File: src/rtl/tdm_demux4_pkg.sv
// Shared slot definitions for the 4-channel TDM demultiplexer.
package tdm_demux4_pkg;

    localparam int SLOTS = 4;

    typedef logic [1:0] slot_t;

    function automatic logic [SLOTS-1:0] slot_onehot(input slot_t s);
        logic [SLOTS-1:0] oh;
        oh    = '0;
        oh[s] = 1'b1;
        return oh;
    endfunction

endpackage

File: src/rtl/tdm_slot_ctr.sv
// Rolling 2-bit TDM slot index: advances on each valid sample, realigns on sync.
// Registered output, no backpressure.
module tdm_slot_ctr
    import tdm_demux4_pkg::*;
(
    input  logic  clk,
    input  logic  rst,
    input  logic  adv,
    input  logic  sync,
    output slot_t slot
);

    slot_t slot_q, slot_d;

    // A sync sample occupies slot 0 itself, so the next one lands in slot 1.
    always_comb begin
        slot_d = slot_q;
        if (sync) begin
            slot_d = adv ? slot_t'(1) : slot_t'(0);
        end else if (adv) begin
            slot_d = slot_q + slot_t'(1);
        end
    end

    always_ff @(posedge clk or posedge rst) begin
        if (rst) slot_q <= '0;
        else     slot_q <= slot_d;
    end

    assign slot = slot_q;

endmodule

File: src/rtl/tdm_demux4.sv
// 1-to-4 TDM demux: routes a serial sample stream into four channels and assembles full frames.
// One register stage of latency on every output; no backpressure, one sample per cycle sustained.
module tdm_demux4
    import tdm_demux4_pkg::*;
#(
    parameter int W = 1
) (
    input  logic                 clk,
    input  logic                 rst,
    input  logic [W-1:0]         din,
    input  logic                 din_valid,
    input  logic                 sync,
    output logic [SLOTS*W-1:0]   ch_data,
    output logic [SLOTS-1:0]     ch_strobe,
    output logic [SLOTS*W-1:0]   frame,
    output logic                 frame_valid,
    output logic [1:0]           slot,
    output logic                 sync_err
);

    slot_t               slot_cur;
    slot_t               cap_slot;
    logic                discard;

    logic [SLOTS*W-1:0]  ch_data_q,     ch_data_d;
    logic [SLOTS*W-1:0]  asm_q,         asm_d;
    logic [SLOTS*W-1:0]  frame_q,       frame_d;
    logic [SLOTS-1:0]    ch_strobe_q,   ch_strobe_d;
    logic                frame_valid_q, frame_valid_d;
    logic                sync_err_q,    sync_err_d;
    logic                trk_q,         trk_d;

    tdm_slot_ctr u_slot_ctr (
        .clk  (clk),
        .rst  (rst),
        .adv  (din_valid),
        .sync (sync),
        .slot (slot_cur)
    );

    // trk_q: a slot-0 capture has been seen and nothing since has broken the frame.
    always_comb begin
        cap_slot      = sync ? slot_t'(0) : slot_cur;
        discard       = sync && (slot_cur != slot_t'(0));
        ch_data_d     = ch_data_q;
        asm_d         = asm_q;
        frame_d       = frame_q;
        ch_strobe_d   = '0;
        frame_valid_d = 1'b0;
        sync_err_d    = discard;
        trk_d         = trk_q;
        if (din_valid) begin
            ch_strobe_d                     = slot_onehot(cap_slot);
            ch_data_d[int'(cap_slot)*W +: W] = din;
            asm_d[int'(cap_slot)*W +: W]     = din;
            if (cap_slot == slot_t'(0)) begin
                trk_d = 1'b1;
            end else if (cap_slot == slot_t'(3)) begin
                if (trk_q) frame_d = asm_d;
                frame_valid_d = trk_q;
                trk_d         = 1'b0;
            end
        end else if (discard) begin
            trk_d = 1'b0;
        end
    end

    always_ff @(posedge clk or posedge rst) begin
        if (rst) begin
            ch_data_q     <= '0;
            asm_q         <= '0;
            frame_q       <= '0;
            ch_strobe_q   <= '0;
            frame_valid_q <= 1'b0;
            sync_err_q    <= 1'b0;
            trk_q         <= 1'b0;
        end else begin
            ch_data_q     <= ch_data_d;
            asm_q         <= asm_d;
            frame_q       <= frame_d;
            ch_strobe_q   <= ch_strobe_d;
            frame_valid_q <= frame_valid_d;
            sync_err_q    <= sync_err_d;
            trk_q         <= trk_d;
        end
    end

    assign ch_data     = ch_data_q;
    assign ch_strobe   = ch_strobe_q;
    assign frame       = frame_q;
    assign frame_valid = frame_valid_q;
    assign slot        = slot_cur;
    assign sync_err    = sync_err_q;

endmodule

File: config.mk
export PLATFORM = sky130hd
export DESIGN_NAME = tdm_demux4
export DESIGN_NICKNAME = d
export VERILOG_FILES = /design/src/rtl/tdm_demux4_pkg.sv /design/src/rtl/tdm_slot_ctr.sv /design/src/rtl/tdm_demux4.sv
export SDC_FILE = /design/constraint.sdc
export NUM_CORES = 1
export LEC_CHECK = 0
export ABC_CLOCK_PERIOD_IN_PS = 2000
export BUFFER_PORTS_ARGS = -buffer_cell sky130_fd_sc_hd__buf_2
export CAP_MARGIN = 10
export CORE_UTILIZATION = 52
export DETAILED_ROUTE_END_ITERATION = 16
export PLACE_DENSITY_LB_ADDON = 0.12
export SYNTH_ARGS = -nofsm -noshare
export SYNTH_HDL_FRONTEND = slang
export SYNTH_SLANG_ARGS = --single-unit
File: constraint.sdc
create_clock -name clk -period 2 [get_ports clk]
set_input_delay 0.2 -clock clk [delete_from_list [all_inputs] [get_ports clk]]
set_output_delay 0.2 -clock clk [all_outputs]
set_load 0.03 [all_outputs]
Yosys cells after proc, flatten, opt, wreduce, memory -nomap -nowiden --
Index checks and enable logic that the tools add are counted.
Storage, ports and cells: register bits after elaboration 21, input port bits 5, output and inout bits 16
Cells by class: $add $sub $neg 2, magnitude comparators 2, eq/ne operators 2, shifts and indexed selects 2, mux-type cells 16, bitwise gates (word level) 1, reduce and logical (&&, ||, !) cells 8
Operator list (number):
- 2-bit negator with 33-bit output | 1
- 1-bit by 33-bit variable shift with 4-bit output (first input constant) | 1
- 1-bit by 33-bit variable part select with 4-bit output | 1
- 1-bit two-way mux | 9
- 4-bit bitwise mux | 2
- 2-bit two-way mux | 3
- 2-bit nonzero test | 3
- 4-bit two-way mux | 1
- 4-bit AND reduction | 1
- 2-bit by 3-bit less-than comparator with 1-bit output (second input constant) | 1
- 3-bit by 1-bit != test with 1-bit output (second input constant) | 1
- 2-bit by 1-bit adder with 2-bit output (second input constant) | 1
- 1-bit demux with 2-bit select | 1
- 2-bit == test (second input constant) | 1
- 2-bit by 1-bit greater-or-equal comparator with 1-bit output (second input constant) | 1
- 1-bit logical AND | 2
- 2-bit zero test | 1
- 2-bit AND reduction | 1
- 1-bit inverter | 1

Longest topological paths before layout --
Gate-level depths: netlist of run 1.
word-level depth 6, mapped depth 8, mapped depth without buffers 7

Modules after synthesis --
From an unflattened synthesis of run 1, not the netlist that was laid out.
Second synthesis, totals: cells, all modules 88, area, all modules 974.7 um^2
By module, submodules not included:
- tdm_demux4 | times used 1, cells an instance 80, area an instance 879.6 um^2, sequential area each 475.5 um^2
- tdm_slot_ctr | times used 1, cells an instance 8, area an instance 95.1 um^2, sequential area each 50.0 um^2

Worst setup path after synthesis of run 1 --
No wires, ideal clock.
kind reg2reg, start point register u_slot_ctr.slot_q[0], in the netlist u_slot_ctr.slot[0], end point register frame_q[2], in the netlist frame[2], library setup time 121 ps, data arrival time 1545 ps, required time 1879 ps, slack 334 ps, stages on the path, launching flop included 7, clock period less this slack 1666 ps, cell sequence dfrtp_1 nand2b_4 ha_1 and4b_1 buf_6 o21ai_1 o22a_1
Between the ends: word-level cells in the longest chain between the ends 4
RTL lines:
- start: declaration | line tdm_slot_ctr.sv:13 | slot_t slot_q, slot_d;
- start signal: assignment | line tdm_slot_ctr.sv:27 | else slot_q <= slot_d;
- 2-bit two-way mux * | line tdm_demux4.sv:43 | cap_slot = sync ? slot_t'(0) : slot_cur;
- 2-bit negator with 33-bit output / 2-bit zero test (equally long branches) | line tdm_demux4.sv:55, tdm_demux4.sv:56
- 1-bit by 33-bit variable part select with 4-bit output (tied with other cells) | line tdm_demux4.sv:55 | asm_d[int'(cap_slot)*W +: W] = din;
- 4-bit bitwise mux / 4-bit AND reduction (equally long branches)
- end signal: assignment | line tdm_demux4.sv:80 | frame_q <= frame_d;
- end: declaration | line tdm_demux4.sv:27 | logic [SLOTS*W-1:0] frame_q, frame_d;
Mark *: on every way between the ends. The rest lies on a longest branch, timed or not. A chain may end at the register's enable or synchronous reset.

Worst setup path after layout of run 1 --
Same ends and word-level chain as after synthesis.

==> results of run 1 <==
[cell usage in the layout (no fill, tap or decap), types with 2 or more instances in the layout]
master / n
a21o_1: 8
buf_2: 20
clkbuf_4: 3
dfrtp_1: 21
ha_1: 7
inv_1: 12
nand2_1: 5
nand3b_1: 2
nor2_1: 4
nor3_1: 2
nor4_2: 2
o21ai_0: 3
o22a_1: 2
[cells by family (layout without fill, tap and decap cells)]
group / count (synthesis) / count (layout)
adders and majority gates: 7 / 7
and+or+nand+nor: 24 / 24
xor gates and xnor gates: 1 / 1
AOI/OAI and AO/OA: 17 / 17
buffers and inverters: 15 / 37
muxes: 1 / 1
DFF: 21 / 21
[cell type report]
cell class,count,area [sq um]
fill,158,619
sequential,21,526
multi-input combinational,50,390
timing repair buffer,20,100
inverter,13,51.3
tap,25,31.3
clock buffer,3,22.5
clock inverter,1,5.00
[worst min path at each step]
stage	slack [ns]	to	cells past startpoint	startpoint
final	0.01	asm_q[2]$_DFFE_PP0P_	2	rst
after global routing	0.05	u_slot_ctr.slot[1]$_DFFE_PP0P_	2	sync
after CTS	0.03	asm_q[2]$_DFFE_PP0P_	2	rst
after detailed placement	0.38	asm_q[2]$_DFFE_PP0P_	2	rst
after global placement	0.36	frame_valid$_DFF_PP0_	2	rst
after floorplan	0.18	asm_q[0]$_DFFE_PP0P_	1	rst
[per-stage QoR]
| stage | cell area, sq um | hold slack [ns] | utilization, % | total power, W |
|---|---|---|---|---|
| final | 1130 | 0.0121 | 64.5 | 0.000907 |
| after global routing | 1130 | 0.0536 | 64.5 | 0.000961 |
| after CTS | 1130 | 0.0304 | 64.5 | 0.000921 |
| after detailed placement | 1100 | 0.378 | 62.9 | 0.000716 |
| after global placement | 1100 | 0.361 | 62.9 | 0.000712 |
| after floorplan | 986 | 0.177 | - | 0.000658 |
[sequential cells by signal (all words and copies together) (netlist names)]
signal and count:
frame_valid 1, ch_strobe 4, sync_err 1, ch_data 4
asm_q 4, trk_q 1, frame 4, u_slot_ctr.slot 2
[critical path: cells and delay by family, from the launching register on]
family | cells | cell delay (ns)
adders and majority gates | 1 | 0.29
DFF | 1 | 0.43
and+or+nand+nor | 2 | 0.57
AOI/OAI and AO/OA | 2 | 0.28
[power by group]
part           leakage (nW)  internal [W]  switching [W]
Sequential            0.278      0.000465      0.0000217
Clock                0.0177     0.0000747       0.000128
Combinational         0.374     0.0000715       0.000146
[layer usage]
metal	share of wire (%)	GRT usage, %
met1	46	24.6
met3	3.9	3.57
met5	0	0
met4	3.3	14.5
met2	47	29.4
==> impl_metrics.csv, run 1 <==
group,metric,value,unit
routing,vias,660,
clocking,tritoncts,"yes",
routing,ant_nets,0,
critical_path,r2r-end,"frame[2]$_DFFE_PP0P_",
routing,drtIter0Drc,3,
critical_path,ff2ff_path_depth,5,
place,dp.cells,129,
die,io_pins,21,
clocking,cts_root_buf,"clkbuf_4",
cells_and_area,antenna_cells,0,
critical_path,cp.arrival,1.88,ns
die,start_util,56.5,%
global_routing,grt_antenna_before_repair,0,
die,dieArea,0.00207,sq mm
critical_path,path_max_fanout,9,
synthesis,synthAdderAreaFrac,8.88,%
synthesis,synth_warnings,0,
synthesis,synth_top_cell_area_share,53.3,%
place,dp_hpwl,1220,um
critical_path,regToRegStartpoint,"u_slot_ctr.slot[0]$_DFFE_PP0P_",
clocking,post_cts_resize_count,0,
place,port-buffer-count,20,
flow_run,maxCapViolations,0,
critical_path,rrSetupSlack,0.33,ns
timing,fin_tns_setup,0,ns
timing,fmax,598,MHz
cells_and_area,fin_cells,133,
global_routing,overflow,0,
critical_path,path_class,"reg -> reg",
timing,maxSlewViolCount,0,
timing,worst_pin_slew,0.765,ns
synthesis,yosys.area_share.simple,16.5,%
routing,drc,0,
power_and_ir_drop,p_per_area,805,mW/mm^2
synthesis,seq_area_frac_synth,53.3,%
routing,post_drt_wl_per_cell,11.9,um
status,status,"completed",
global_routing,first_global_vias,658,
timing,period_share,83.6,%
synthesis,async_flop_share,100,%
synthesis,post-synth-top-area-cell,"dfrtp_1",
synthesis,synth_edf_count,0,
synthesis,synth_mux_area_share,1.02,%
global_routing,grt_max_degree,22,
synthesis,synth_area,986,sq um
cells_and_area,drive_gt1_share,28.7,%
cells_and_area,layout.nets,121,
min_path,holdCritPathClass,"in -> async",
critical_path,crit_required,2.21,ns
synthesis,synthXorXnorAreaFrac,0.888,%
synthesis,synth.distinct_cells,29,
synthesis,syn_avg_cell_area,11.5,sq um
clocking,numCtsBuffers,3,
timing,rsz0062_at_grt,"false",
synthesis,yosys-top-cells-count,"21 x dfrtp_1, 12 x inv_1, 8 x a21o_1, 7 x ha_1, 5 x nand2_1",
critical_path,slowest_stage,"and4b_1",
clocking,clk_pin_slew_worst_paths,0.11,ns
die,fp-row-count,15,
critical_path,start_kind,"register",
routing,vias_per_cell,4.96,
clocking,htree_levels,1,
die,die_w,45.5,um
synthesis,synth-compound-area-share,12.3,%
die,core,0.00175,sq mm
clocking,clock_latency,0.30,ns
clocking,post-cts-setup-buffers,0,
cells_and_area,area_growth,14.2,%
synthesis,synth_top_family_by_area,"simple AND/OR/NAND/NOR gates",
clocking,holdBufCountCts,0,
critical_path,cp_slowest_stage_delay,0.46,ns
synthesis,synthTopCellsByArea,"dfrtp_1 53%, ha_1 8.9%, a21o_1 6.1%",
timing,setup_violations,0,
timing,min_period,1.67,ns
critical_path,end_kind,"register",
place,dp_slack,0.323,ns
synthesis,yosysMostFrequentCell,"dfrtp_1",
critical_path,critPathCapture,"frame[2]$_DFFE_PP0P_",
timing,setup_ws,0.328,ns
synthesis,synth_nets,98,
die,die_h,45.5,um
synthesis,synth_cells,86,
global_routing,grt_use_total,19.5,%
critical_path,cp-startpoint,"u_slot_ctr.slot[0]$_DFFE_PP0P_",
critical_path,crit_chain,"nand2b_4 > ha_1 > and4b_1 > o21ai_1 > o22a_1",
routing,dr.pass1.iters,4,
clocking,cts_max_path_buffers,2,
global_routing,grt_pass1_wl,2750,um
clocking,cts.sinks,21,
synthesis,synth-main-ff-cell,"dfrtp_1",
power_and_ir_drop,peakVddDrop,0.476,mV
timing,relSlewSlack,48.9,%
synthesis,ys_ff_latch,21,
timing,fin_skew,0.00202,ns
place,place_congestion,0.834,
routing,routed_wirelength,1580,um
timing,hold_viol,0,
power_and_ir_drop,leakagePower,0.670,nW
Note: power is estimated with default switching activity, not from simulation.
==> run 2, diff against run 1 <==
ABC_CLOCK_PERIOD_IN_PS = 1700   (was 2000)
clock period = 1.7 ns   (was 2 ns; I/O delays follow)
==> run 2 against run 1 <==
  * Wire length increased by 4.1%
  * Global-route usage decreased by 1.5 points
  * Combinational power increased by 22%
  * Critical path type unchanged
  * Largest power group unchanged
  * Highest routed layer unchanged
==> impl_metrics.csv, run 2 (same netlist as run 1, synthesis figures left out) <==
group,metric,value,unit
clocking,htree_levels,1,
timing,min_period,1.57,ns
timing,period_share,92.3,%
power_and_ir_drop,power_frac_seq,53.6,%
timing,worst_pin_slew,0.260,ns
die,core,0.00175,sq mm
timing,setup_ws,0.130,ns
critical_path,start_kind,"register",
place,port-buffer-count,20,
routing,routed_wirelength,1640,um
clocking,numCtsBuffers,3,
cells_and_area,fin_cells,137,
critical_path,slowest_stage,"dfrtp_1",
power_and_ir_drop,intPower,0.000730,W
clocking,cts_max_path_buffers,2,
die,start_util,56.5,%
status,status,"completed",
critical_path,worst-path-buf-inv,0,
die,fp-row-count,15,
place,dp_slack,0.0731,ns
place,dp_hpwl,1190,um
cells_and_area,most-common-layout-cells,"21 x dfrtp_1, 20 x buf_2, 12 x inv_1",
cells_and_area,post-route-util,66.5,%
die,die_w,45.5,um
critical_path,crit_chain,"nand2b_4 > ha_1 > nand3b_1 > nor4_2 > a21o_1",
power_and_ir_drop,swShare,32.1,%
global_routing,grt_antenna_before_repair,0,
critical_path,path_max_fanout,7,
routing,vias,676,
place,place_congestion,0.815,
routing,ant_nets,0,
critical_path,cp.arrival,1.81,ns
timing,relSlewSlack,82.4,%
cells_and_area,layout.nets,125,
timing,maxSlewViolCount,0,
global_routing,grtUsageMet3,5.95,%
critical_path,cp_slowest_stage_delay,0.43,ns
critical_path,crit_required,1.94,ns
cells_and_area,area_growth,17.8,%
timing,setup_violations,0,
routing,dr.pass1.iters,4,
global_routing,grt_max_degree,22,
power_and_ir_drop,combPwrFrac,24.8,%
timing,fmax,637,MHz
cells_and_area,final_common_cell,"dfrtp_1",
global_routing,grt-busiest-layer,"met2",
timing,hold_viol,0,
timing,rsz0062_at_grt,"false",
critical_path,cp_top_family,"simple AND/OR/NAND/NOR gates",
cells_and_area,drive_gt1_share,29.5,%
power_and_ir_drop,p_clk_share,21.7,%
timing,fin_tns_setup,0,ns
die,io_pins,21,
min_path,holdCritPathClass,"in -> reg",
routing,drtIter0Drc,14,
clocking,tritoncts,"yes",
flow_run,maxCapViolations,0,
global_routing,grt_use_total,18.0,%
global_routing,use_met2,25.7,%
critical_path,path_class,"reg -> reg",
routing,drc,0,
routing,vias_per_cell,4.93,
timing,hold_ws,0.0301,ns
power_and_ir_drop,p_per_area,925,mW/mm^2
critical_path,end_kind,"register",
global_routing,grtUsageMet1,23.0,%
power_and_ir_drop,leakagePower,0.686,nW
die,die_h,45.5,um
power_and_ir_drop,switchingPower,0.000344,W
clocking,clk_pin_slew_worst_paths,0.11,ns
routing,post_drt_wl_per_cell,12.0,um
cells_and_area,antenna_cells,0,
clocking,cts_root_buf,"clkbuf_4",
place,dp.cells,131,
clocking,clock_latency,0.30,ns
global_routing,first_global_vias,604,
timing,fin_skew,0.00945,ns
clocking,cts.sinks,21,
die,dieArea,0.00207,sq mm
global_routing,grt_pass1_wl,2560,um
global_routing,overflow,0,
power_and_ir_drop,peakVddDrop,0.529,mV
[run 2: changes by cell type in the layout (fill, tap and decap cells not counted)]
| cell | before | now |
|---|---|---|
| clkinv_2 | 1 | 0 |
| clkbuf_1 | 0 | 1 |
| and4b_2 | 0 | 1 |
| buf_4 | 0 | 2 |
| dlygate4sd3_1 | 0 | 1 |
[run 2: cell type report]
cell class                      instances  area (sq um)
Clock buffer                            4          26.3
Tap cell                               25          31.3
Multi-Input combinational cell         51           402
Inverter                               13          51.3
Fill cell                             144           584
Timing Repair Buffer                   23           125
Sequential cell                        21           526
[run 2: what timing repair did]
action / CTS / global route
setup buffers: 0 / 0
setup endpoints to repair: 0 / 3
hold buffers: 1 / 0
endpoints found under the hold margin: 21 / 0
gates resized for setup: 0 / 1
[run 2: through the flow]
step	power [W]	cell area (sq um)
3_3_place_gp	0.000844	1110
3_5_place_dp	0.000847	1110
5_1_grt	0.00114	1160
2_1_floorplan	0.000774	986
6_report	0.00107	1160
4_1_cts	0.00108	1150
[run 2: power groups by stage]
stage          Clock (W)  Combinational, W  Sequential (W)
2_1_floorplan          0          0.000120        0.000653
3_3_place_gp           0          0.000261        0.000583
3_5_place_dp           0          0.000265        0.000583
4_1_cts         0.000243          0.000267        0.000574
5_1_grt         0.000265          0.000295        0.000582
6_report        0.000233          0.000266        0.000575
[run 2: worst reg2reg max path, stage by stage, from the launching register on]
cell	delay, ns
dfrtp_1	0.43
nand2b_4	0.12
ha_1	0.35
nand3b_1	0.18
nor4_2	0.31
a21o_1	0.12
[run 2: path summary, 6_finish.rpt]
| check | from | end | slack [ns] | cells past startpoint |
|---|---|---|---|---|
| max | u_slot_ctr.slot[0]$_DFFE_PP0P_ | asm_q[2]$_DFFE_PP0P_ | 0.13 | 5 |
| min | sync | u_slot_ctr.slot[1]$_DFFE_PP0P_ | 0.03 | 2 |
| max reg2reg | u_slot_ctr.slot[0]$_DFFE_PP0P_ | asm_q[2]$_DFFE_PP0P_ | 0.13 | 5 |
| min reg2reg | ch_data[3]$_DFFE_PP0P_ | ch_data[3]$_DFFE_PP0P_ | 0.49 | 1 |
| max in group asynchronous | rst | ch_data[0]$_DFFE_PP0P_ | 1.08 | 4 |
| min in group asynchronous | rst | ch_data[1]$_DFFE_PP0P_ | 0.41 | 4 |
[run 2: metal layers]
metal,up-vias,part of all wire (%)
met5,-,0
met4,0,3.5
met3,7,4.1
met2,17,43
met1,306,50
li1,346,-
